==> config.mk <==
export PLATFORM = sky130hd
export DESIGN_NAME = uart_rx
export DESIGN_NICKNAME = d
export VERILOG_FILES = /design/src/rtl/uart_rx.sv
export SDC_FILE = /design/constraint.sdc
export NUM_CORES = 1
export LEC_CHECK = 0
export ABC_AREA = 1
export BUFFER_PORTS_ARGS = -buffer_cell sky130_fd_sc_hd__buf_2
export CAP_MARGIN = 20
export CORE_MARGIN = 2
export CORE_UTILIZATION = 45
export CTS_CLUSTER_DIAMETER = 40
export DETAILED_ROUTE_END_ITERATION = 8
export PLACE_DENSITY_LB_ADDON = 0.05
export SLEW_MARGIN = 20
export SYNTH_ARGS = -nofsm -noshare
export SYNTH_HDL_FRONTEND = slang
export SYNTH_SLANG_ARGS = --single-unit
==> constraint.sdc <==
create_clock -name CLK -period 1.7 [get_ports CLK]
set_input_delay 0.17 -clock CLK [delete_from_list [all_inputs] [get_ports CLK]]
set_output_delay 0.17 -clock CLK [all_outputs]
set_load 0.1 [all_outputs]
==> src/rtl/uart_rx.sv <==
// UART receiver with Prescale-times oversampling, 3-sample majority voting
// per bit, optional even/odd parity and a single stop bit.
//
// state  | meaning
// IDLE   | line idle; first low cycle is edge 0 of the start bit
// START  | timing the start bit; sampled high means glitch, back to IDLE
// DATA   | shifting in DATA_WIDTH bits, LSB first
// PARITY | sampling parity bit and comparing with computed parity
// STOP   | sampling stop bit; raises Data_Valid or Stp_Err near bit end
module uart_rx #(
  parameter int DATA_WIDTH = 8
) (
  input  logic                  CLK,
  input  logic                  RST,
  input  logic                  RX_IN,
  input  logic [5:0]            Prescale,
  input  logic                  PAR_EN,
  input  logic                  PAR_TYP,
  output logic [DATA_WIDTH-1:0] P_DATA,
  output logic                  Data_Valid,
  output logic                  Par_Err,
  output logic                  Stp_Err
);

  localparam int BW = $clog2(DATA_WIDTH + 1);
  localparam logic [BW-1:0] LAST_BIT = BW'(DATA_WIDTH - 1);

  typedef enum logic [2:0] {
    IDLE   = 3'd0,
    START  = 3'd1,
    DATA   = 3'd2,
    PARITY = 3'd3,
    STOP   = 3'd4
  } state_t;

  state_t                r_state;
  logic [5:0]            r_presc;
  logic [5:0]            r_edge_cnt;
  logic [BW-1:0]         r_bit_cnt;
  logic                  r_par_en;
  logic                  r_par_typ;
  logic                  r_par_bad;
  logic                  r_s0;
  logic                  r_s1;
  logic                  r_bit;
  logic [DATA_WIDTH-1:0] r_shift;

  logic [5:0] w_presc_sel;
  logic [5:0] w_half;
  logic [5:0] w_samp_a;
  logic [5:0] w_samp_b;
  logic [5:0] w_samp_c;
  logic [5:0] w_last;
  logic [5:0] w_pre_last;
  logic       w_maj;
  logic       w_exp_par;
  logic       w_bit_end;
  logic       w_pre_end;
  logic       w_samp_end;

  // Unsupported ratios fall back to 8; sample points sit around mid-bit.
  always_comb begin
    w_presc_sel = ((Prescale == 6'd16) || (Prescale == 6'd32)) ? Prescale : 6'd8;
    w_half      = {1'b0, r_presc[5:1]};
    w_samp_a    = w_half - 6'd1;
    w_samp_b    = w_half;
    w_samp_c    = w_half + 6'd1;
    w_last      = r_presc - 6'd1;
    w_pre_last  = r_presc - 6'd2;
    w_maj       = (r_s0 & r_s1) | (r_s0 & RX_IN) | (r_s1 & RX_IN);
    w_exp_par   = (^r_shift) ^ r_par_typ;
    w_bit_end   = (r_edge_cnt == w_last);
    w_pre_end   = (r_edge_cnt == w_pre_last);
    w_samp_end  = (r_edge_cnt == w_samp_c);
  end

  // Mid-bit samplers; the bit value is resolved on the third sample.
  always_ff @(posedge CLK or negedge RST) begin
    if (!RST) begin
      r_s0  <= 1'b0;
      r_s1  <= 1'b0;
      r_bit <= 1'b0;
    end else if (r_state != IDLE) begin
      if (r_edge_cnt == w_samp_a) r_s0 <= RX_IN;
      if (r_edge_cnt == w_samp_b) r_s1 <= RX_IN;
      if (w_samp_end) r_bit <= w_maj;
    end
  end

  // Data shift register, filled LSB first from the top.
  always_ff @(posedge CLK or negedge RST) begin
    if (!RST) begin
      r_shift <= '0;
    end else if ((r_state == DATA) && w_samp_end) begin
      r_shift <= {w_maj, r_shift[DATA_WIDTH-1:1]};
    end
  end

  // Frame sequencer with registered result pulses. Pulses are raised one
  // cycle before the bit ends so they are visible in the bit's last cycle.
  always_ff @(posedge CLK or negedge RST) begin
    if (!RST) begin
      r_state    <= IDLE;
      r_edge_cnt <= '0;
      r_bit_cnt  <= '0;
      r_presc    <= 6'd8;
      r_par_en   <= 1'b0;
      r_par_typ  <= 1'b0;
      r_par_bad  <= 1'b0;
      P_DATA     <= '0;
      Data_Valid <= 1'b0;
      Par_Err    <= 1'b0;
      Stp_Err    <= 1'b0;
    end else begin
      Data_Valid <= 1'b0;
      Par_Err    <= 1'b0;
      Stp_Err    <= 1'b0;
      if (w_bit_end) begin
        r_edge_cnt <= '0;
      end else begin
        r_edge_cnt <= r_edge_cnt + 6'd1;
      end
      case (r_state)
        IDLE: begin
          r_bit_cnt  <= '0;
          r_edge_cnt <= '0;
          if (!RX_IN) begin
            // The detection cycle itself counts as edge 0.
            r_state    <= START;
            r_edge_cnt <= 6'd1;
            r_presc    <= w_presc_sel;
            r_par_en   <= PAR_EN;
            r_par_typ  <= PAR_TYP;
            r_par_bad  <= 1'b0;
          end
        end
        START: begin
          if (w_bit_end) begin
            r_state <= r_bit ? IDLE : DATA;
          end
        end
        DATA: begin
          if (w_bit_end) begin
            if (r_bit_cnt == LAST_BIT) begin
              r_bit_cnt <= '0;
              r_state   <= r_par_en ? PARITY : STOP;
            end else begin
              r_bit_cnt <= r_bit_cnt + BW'(1);
            end
          end
        end
        PARITY: begin
          if (w_pre_end && (r_bit != w_exp_par)) begin
            Par_Err   <= 1'b1;
            r_par_bad <= 1'b1;
          end
          if (w_bit_end) begin
            r_state <= STOP;
          end
        end
        STOP: begin
          if (w_pre_end) begin
            if (!r_bit) begin
              Stp_Err <= 1'b1;
            end else if (!r_par_bad) begin
              Data_Valid <= 1'b1;
              P_DATA     <= r_shift;
            end
          end
          if (w_bit_end) begin
            r_state <= IDLE;
          end
        end
        default: begin
          r_state    <= IDLE;
          r_edge_cnt <= '0;
        end
      endcase
    end
  end

endmodule
Word level (Yosys, flattened, before mapping). Cells that the tools add are included.

Register bits after elaboration: 44. Input port bits: 11.

Muxes and demuxes: 28. Reduce and logical (&&, ||, !) cells: 17. Add/subtract/negate cells: 6. Bitwise logic cells: 8. Equal/unequal tests: 20.

Operators by type and width (number): 6-bit == test (4); 3-bit two-way mux (7); 3-bit one-hot mux with 5 select lines (1); 1-bit two-way mux (12); 6-bit two-way mux (2); 2-bit inequality test, second input constant (6); 6-bit one-hot mux with 2 select lines (1); 2-bit AND reduction (5); 4-bit two-way mux (2); 4-bit one-hot mux with 2 select lines (1); 8-bit XOR reduction (1); 5-bit by 1-bit adder with 6-bit output, second input constant (1); 6-bit by 1-bit adder with 6-bit output, second input constant (1); 3-bit by 2-bit == test with 1-bit output, second input constant (2); 6-bit by 5-bit == test with 1-bit output (1); 6-bit by 5-bit == test with 1-bit output, second input constant (1); 6-bit == test, second input constant (1); 6-bit AND reduction (1); 5-bit by 1-bit subtractor with 6-bit output, second input constant (1); 6-bit by 1-bit subtractor with 6-bit output, second input constant (1); 6-bit by 2-bit subtractor with 6-bit output, second input constant (1); 4-bit by 1-bit adder with 4-bit output, second input constant (1); 4-bit by 3-bit == test with 1-bit output, second input constant (1); 4-bit AND reduction (1); 17 further kinds (23).

Longest topological paths before layout.
Depth after elaboration: 6. Depth in mapped cells: 14. Gate-level depth less buffers: 13.

Least setup slack after synthesis. Ideal clock, no wire load.

Path type: reg-to-reg. Start: reg r_presc[1]. End: reg P_DATA[6]. Path slack: -198 ps. Stages on the path, launching flop included: 14. Arrival: 1773 ps. Period minus slack after synthesis: 1898 ps. Path buffers: 2. Cell sequence: dfrtp_1 -> clkbuf_2 -> inv_1 -> ha_1 -> or2_1 -> nand3_1 -> nand2_1 -> nor2_1 -> nand2_1 -> inv_2 -> nand3_4 -> buf_6 -> nand2_1 -> o21ai_1.

Cells in the longest elaborated chain, start to end: 3.

Ends and longest elaborated chain: start: declaration (RTL line 37) `logic [5:0] r_presc;`; start signal: assignment (RTL line 131) `r_presc <= w_presc_sel;`; 6-bit by 2-bit subtractor with 6-bit output (RTL line 69) `w_pre_last = r_presc - 6'd2;`; 6-bit == test (RTL line 73) `w_pre_end = (r_edge_cnt == w_pre_last);`; 4-bit AND reduction (no line); end signal: assignment (RTL line 167) `P_DATA <= r_shift;`; end: declaration (RTL line 19) `output logic [DATA_WIDTH-1:0] P_DATA,`.

Every way passes these cells. A chain may end at the register's enable or synchronous reset.

Worst setup path after layout.
Start: reg r_presc[1]. End: reg r_bit_cnt[0].

Cells in the longest elaborated chain, start to end: 4.

Ends and longest elaborated chain: 6-bit by 1-bit subtractor with 6-bit output (RTL line 68) `w_last = r_presc - 6'd1;`; 6-bit == test (RTL line 72) `w_bit_end = (r_edge_cnt == w_last);`; 2-bit inequality test (no line); 2-bit AND reduction (no line); end signal: assignment (RTL line 148) `r_bit_cnt <= r_bit_cnt + BW'(1);`; end: declaration (RTL line 39) `logic [BW-1:0] r_bit_cnt;`.

Every way passes these cells.

==> out/qor.yml <==
status: "finished with violations"
violations: "negative setup slack"
drc: 0
root_buffer: "clkbuf_8"
finalCritPeriodShare_pct: 108
antenna_left: 0
initial_utilization_pct: 45.8
path_class: "flip-flop to flip-flop"
yosys_warnings: 0
synth_area_per_cell_um2: 7.46
die_area_mm2: 0.00655
track_usage_pct: 20.1
relSlewSlack_pct: 59.5
cts_inserted_buffers: 5
fin_cells: 486
end_kind: "flip-flop"
final_core_util_pct: 58.7
rsz0062_at_grt: "true"
power_density_mw_per_mm2: 1070
drt_pass1_iterations: 4
crit_required_ns: 1.88
num_io_pins: 22
routed_wl_mm: 6.13
tritoncts: "yes"
grt_overflow: 0
clkTransAtPathRegs_ns: 0.08
synthToLayoutAreaGrowth_pct: 28.1
gp_congestion: 0.795
post-place-ws_ns: -0.175
clk_latency_ns: 0.29
synth_cells: 357
final_nets: 428
drive_gt1_share_pct: 30.9
worst_pin_slew_ns: 0.605
gr-usage-met2_pct: 34.6
syn-num-nets: 374
layout_common_cells: "nand2_1 (89), dfrtp_1 (41), inv_1 (41)"
layout_min_cycle_time_ns: 1.84
use_met3_pct: 3.56
dp_hpwl_mm: 4.37
cp-start-kind: "flip-flop"
maxCapViolations: 0
cp_max_fo: 4
final_common_cell: "nand2_1"
grt_pass1_wl_mm: 10.1
dieHeight_um: 80.9
avgRoutedWirePerCell_um: 12.6
met1_usage_pct: 25.5
synth-seq-area-share_pct: 41.4
io_buffers: 21
grt_max_degree: 45
cp.arrival_ns: 2.02
leakage_nw: 1.70
hold_class: "primary input to flip-flop"
maxSlewViolCount: 0
first_global_vias: 2139
hold_violations: 0
ys_types: 30
antenna_found_initial: 0
rows: 28
busiest_layer: "met2"
first_iter_violations: 93
syn_area_mm2: 0.00266
max_freq_ghz: 0.544
h-tree-depth: 2
finClkSkew_ns: 0.00308
clock_path_buffers: 2
whs_ns: 0.0863
peakVddDrop_v: 0.000809
nFillCells: 577
core_area_mm2: 0.00582
setup_violations: 25
cts.sinks: 44
via_per_inst: 4.86
ys_seq_elements: 44
n_antenna_cell: 0
fin_setup_tns_ns: -1.00
dieWidth_um: 80.9
setup_slack_ns: -0.137
dp.cells: 467
num_vias: 2364
[routing by layer]
| layer | share of wire (%) | vias up |
|---|---|---|
| met3 | 2.1 | 11 |
| li1 | - | 1233 |
| met1 | 46 | 1087 |
| met4 | 2.5 | 0 |
| met5 | 0 | - |
| met2 | 49 | 33 |
[report_power, final]
part           total [mW]  internal (mW)  switching, mW
clock network       0.606          0.280          0.326
registers            1.40           1.21          0.188
logic                1.64          0.616           1.02
[flip-flops by register name, summed over array words and instances, names as in the netlist]
register	flops
Data_Valid	1
P_DATA	8
Par_Err	1
Stp_Err	1
r_bit	1
r_bit_cnt	4
r_edge_cnt	6
r_par_bad	1
r_par_en	1
r_par_typ	1
r_presc	6
r_s0	1
r_s1	1
r_shift	8
r_state	3
[synthesized netlist by cell type, drive strengths merged]
library cell / instances / area share, %
nand2: 108 / 15
inv: 48 / 6.8
dfrtp: 43 / 40
nor2: 33 / 5.2
nand3: 31 / 6.5
o21ai: 19 / 3.6
xor2: 19 / 6.5
nand4: 16 / 3.8
buf: 8 / 2.0
a21oi: 6 / 1.1
ha: 6 / 2.8
nor3: 6 / 1.3
xnor2: 6 / 2.0
clkbuf: 2 / 0.38
or2: 2 / 0.47
dfstp: 1 / 0.99
maj3: 1 / 0.38
nand2b: 1 / 0.24
nand3b: 1 / 0.28
[worst max-delay path, stage by stage (launching register included)]
cell and delay, ns:
dfrtp_2 0.42, inv_8 0.06, ha_4 0.26, inv_2 0.03
nand2_1 0.05, nand2_1 0.06, nor2_2 0.11, nand3_2 0.08
nor2_2 0.12, nand4_1 0.23, buf_4 0.22, nand3_2 0.05
nand2_1 0.05
[layout make-up]
type                    count  area [µm²]  share of cell area [%]
repair buffers             55         382                    11.2
well taps                  75        93.8                    2.75
clock inverters             1        5.00                   0.147
clock buffers               6        72.6                    2.13
flip-flops and latches     44        1100                    32.4
multi-input cells         257        1560                    45.7
inverters                  48         195                    5.72
[stage by stage]
step | cell area, µm² | total power, mW
finish | 3410 | 3.64
global route | 3410 | 3.97
CTS | 3240 | 3.55
global placement | 3010 | 2.76
floorplan | 2710 | 2.41
detailed placement | 3010 | 2.78
[kinds of logic (layout without fill, tap and decap cells)]
logic type / Yosys count / count (layout) / synth area share, %
adder cells (fa/ha/maj): 7 / 7 / 3.19
AO/OA/AOI/OAI: 25 / 25 / 4.70
buffers and inverters: 58 / 110 / 9.16
flip-flops: 44 / 44 / 41.4
AND/OR/NAND/NOR: 198 / 200 / 33.1
XOR/XNOR: 25 / 25 / 8.50
[path summary, 6_finish.rpt]
path	from	endpoint	slack, ns	cells after the start
min in group asynchronous	RST	Data_Valid$_DFF_PN0_	0.49	3
hold reg to reg	P_DATA[1]$_DFFE_PN0P_	P_DATA[1]$_DFFE_PN0P_	0.49	2
setup reg to reg	r_presc[1]$_DFFE_PN0P_	r_bit_cnt[0]$_DFFE_PN0P_	-0.14	12
max in group asynchronous	RST	r_presc[1]$_DFFE_PN0P_	0.80	3
hold / removal	PAR_EN	r_par_en$_DFFE_PN0P_	0.09	3
setup / recovery	r_presc[1]$_DFFE_PN0P_	r_bit_cnt[0]$_DFFE_PN0P_	-0.14	12
[repair_timing]
| action | in CTS | in global routing |
|---|---|---|
| hold buffers | 1 | 0 |
| cloned | 2 | 1 |
| hold endpoints to repair | 43 | 0 |
| setup endpoints to repair | 30 | 34 |
| buffers inserted | 2 | 6 |
| pin swaps | 7 | 14 |
| gates resized for setup | 24 | 42 |
Power figures use the tool's default switching activity.
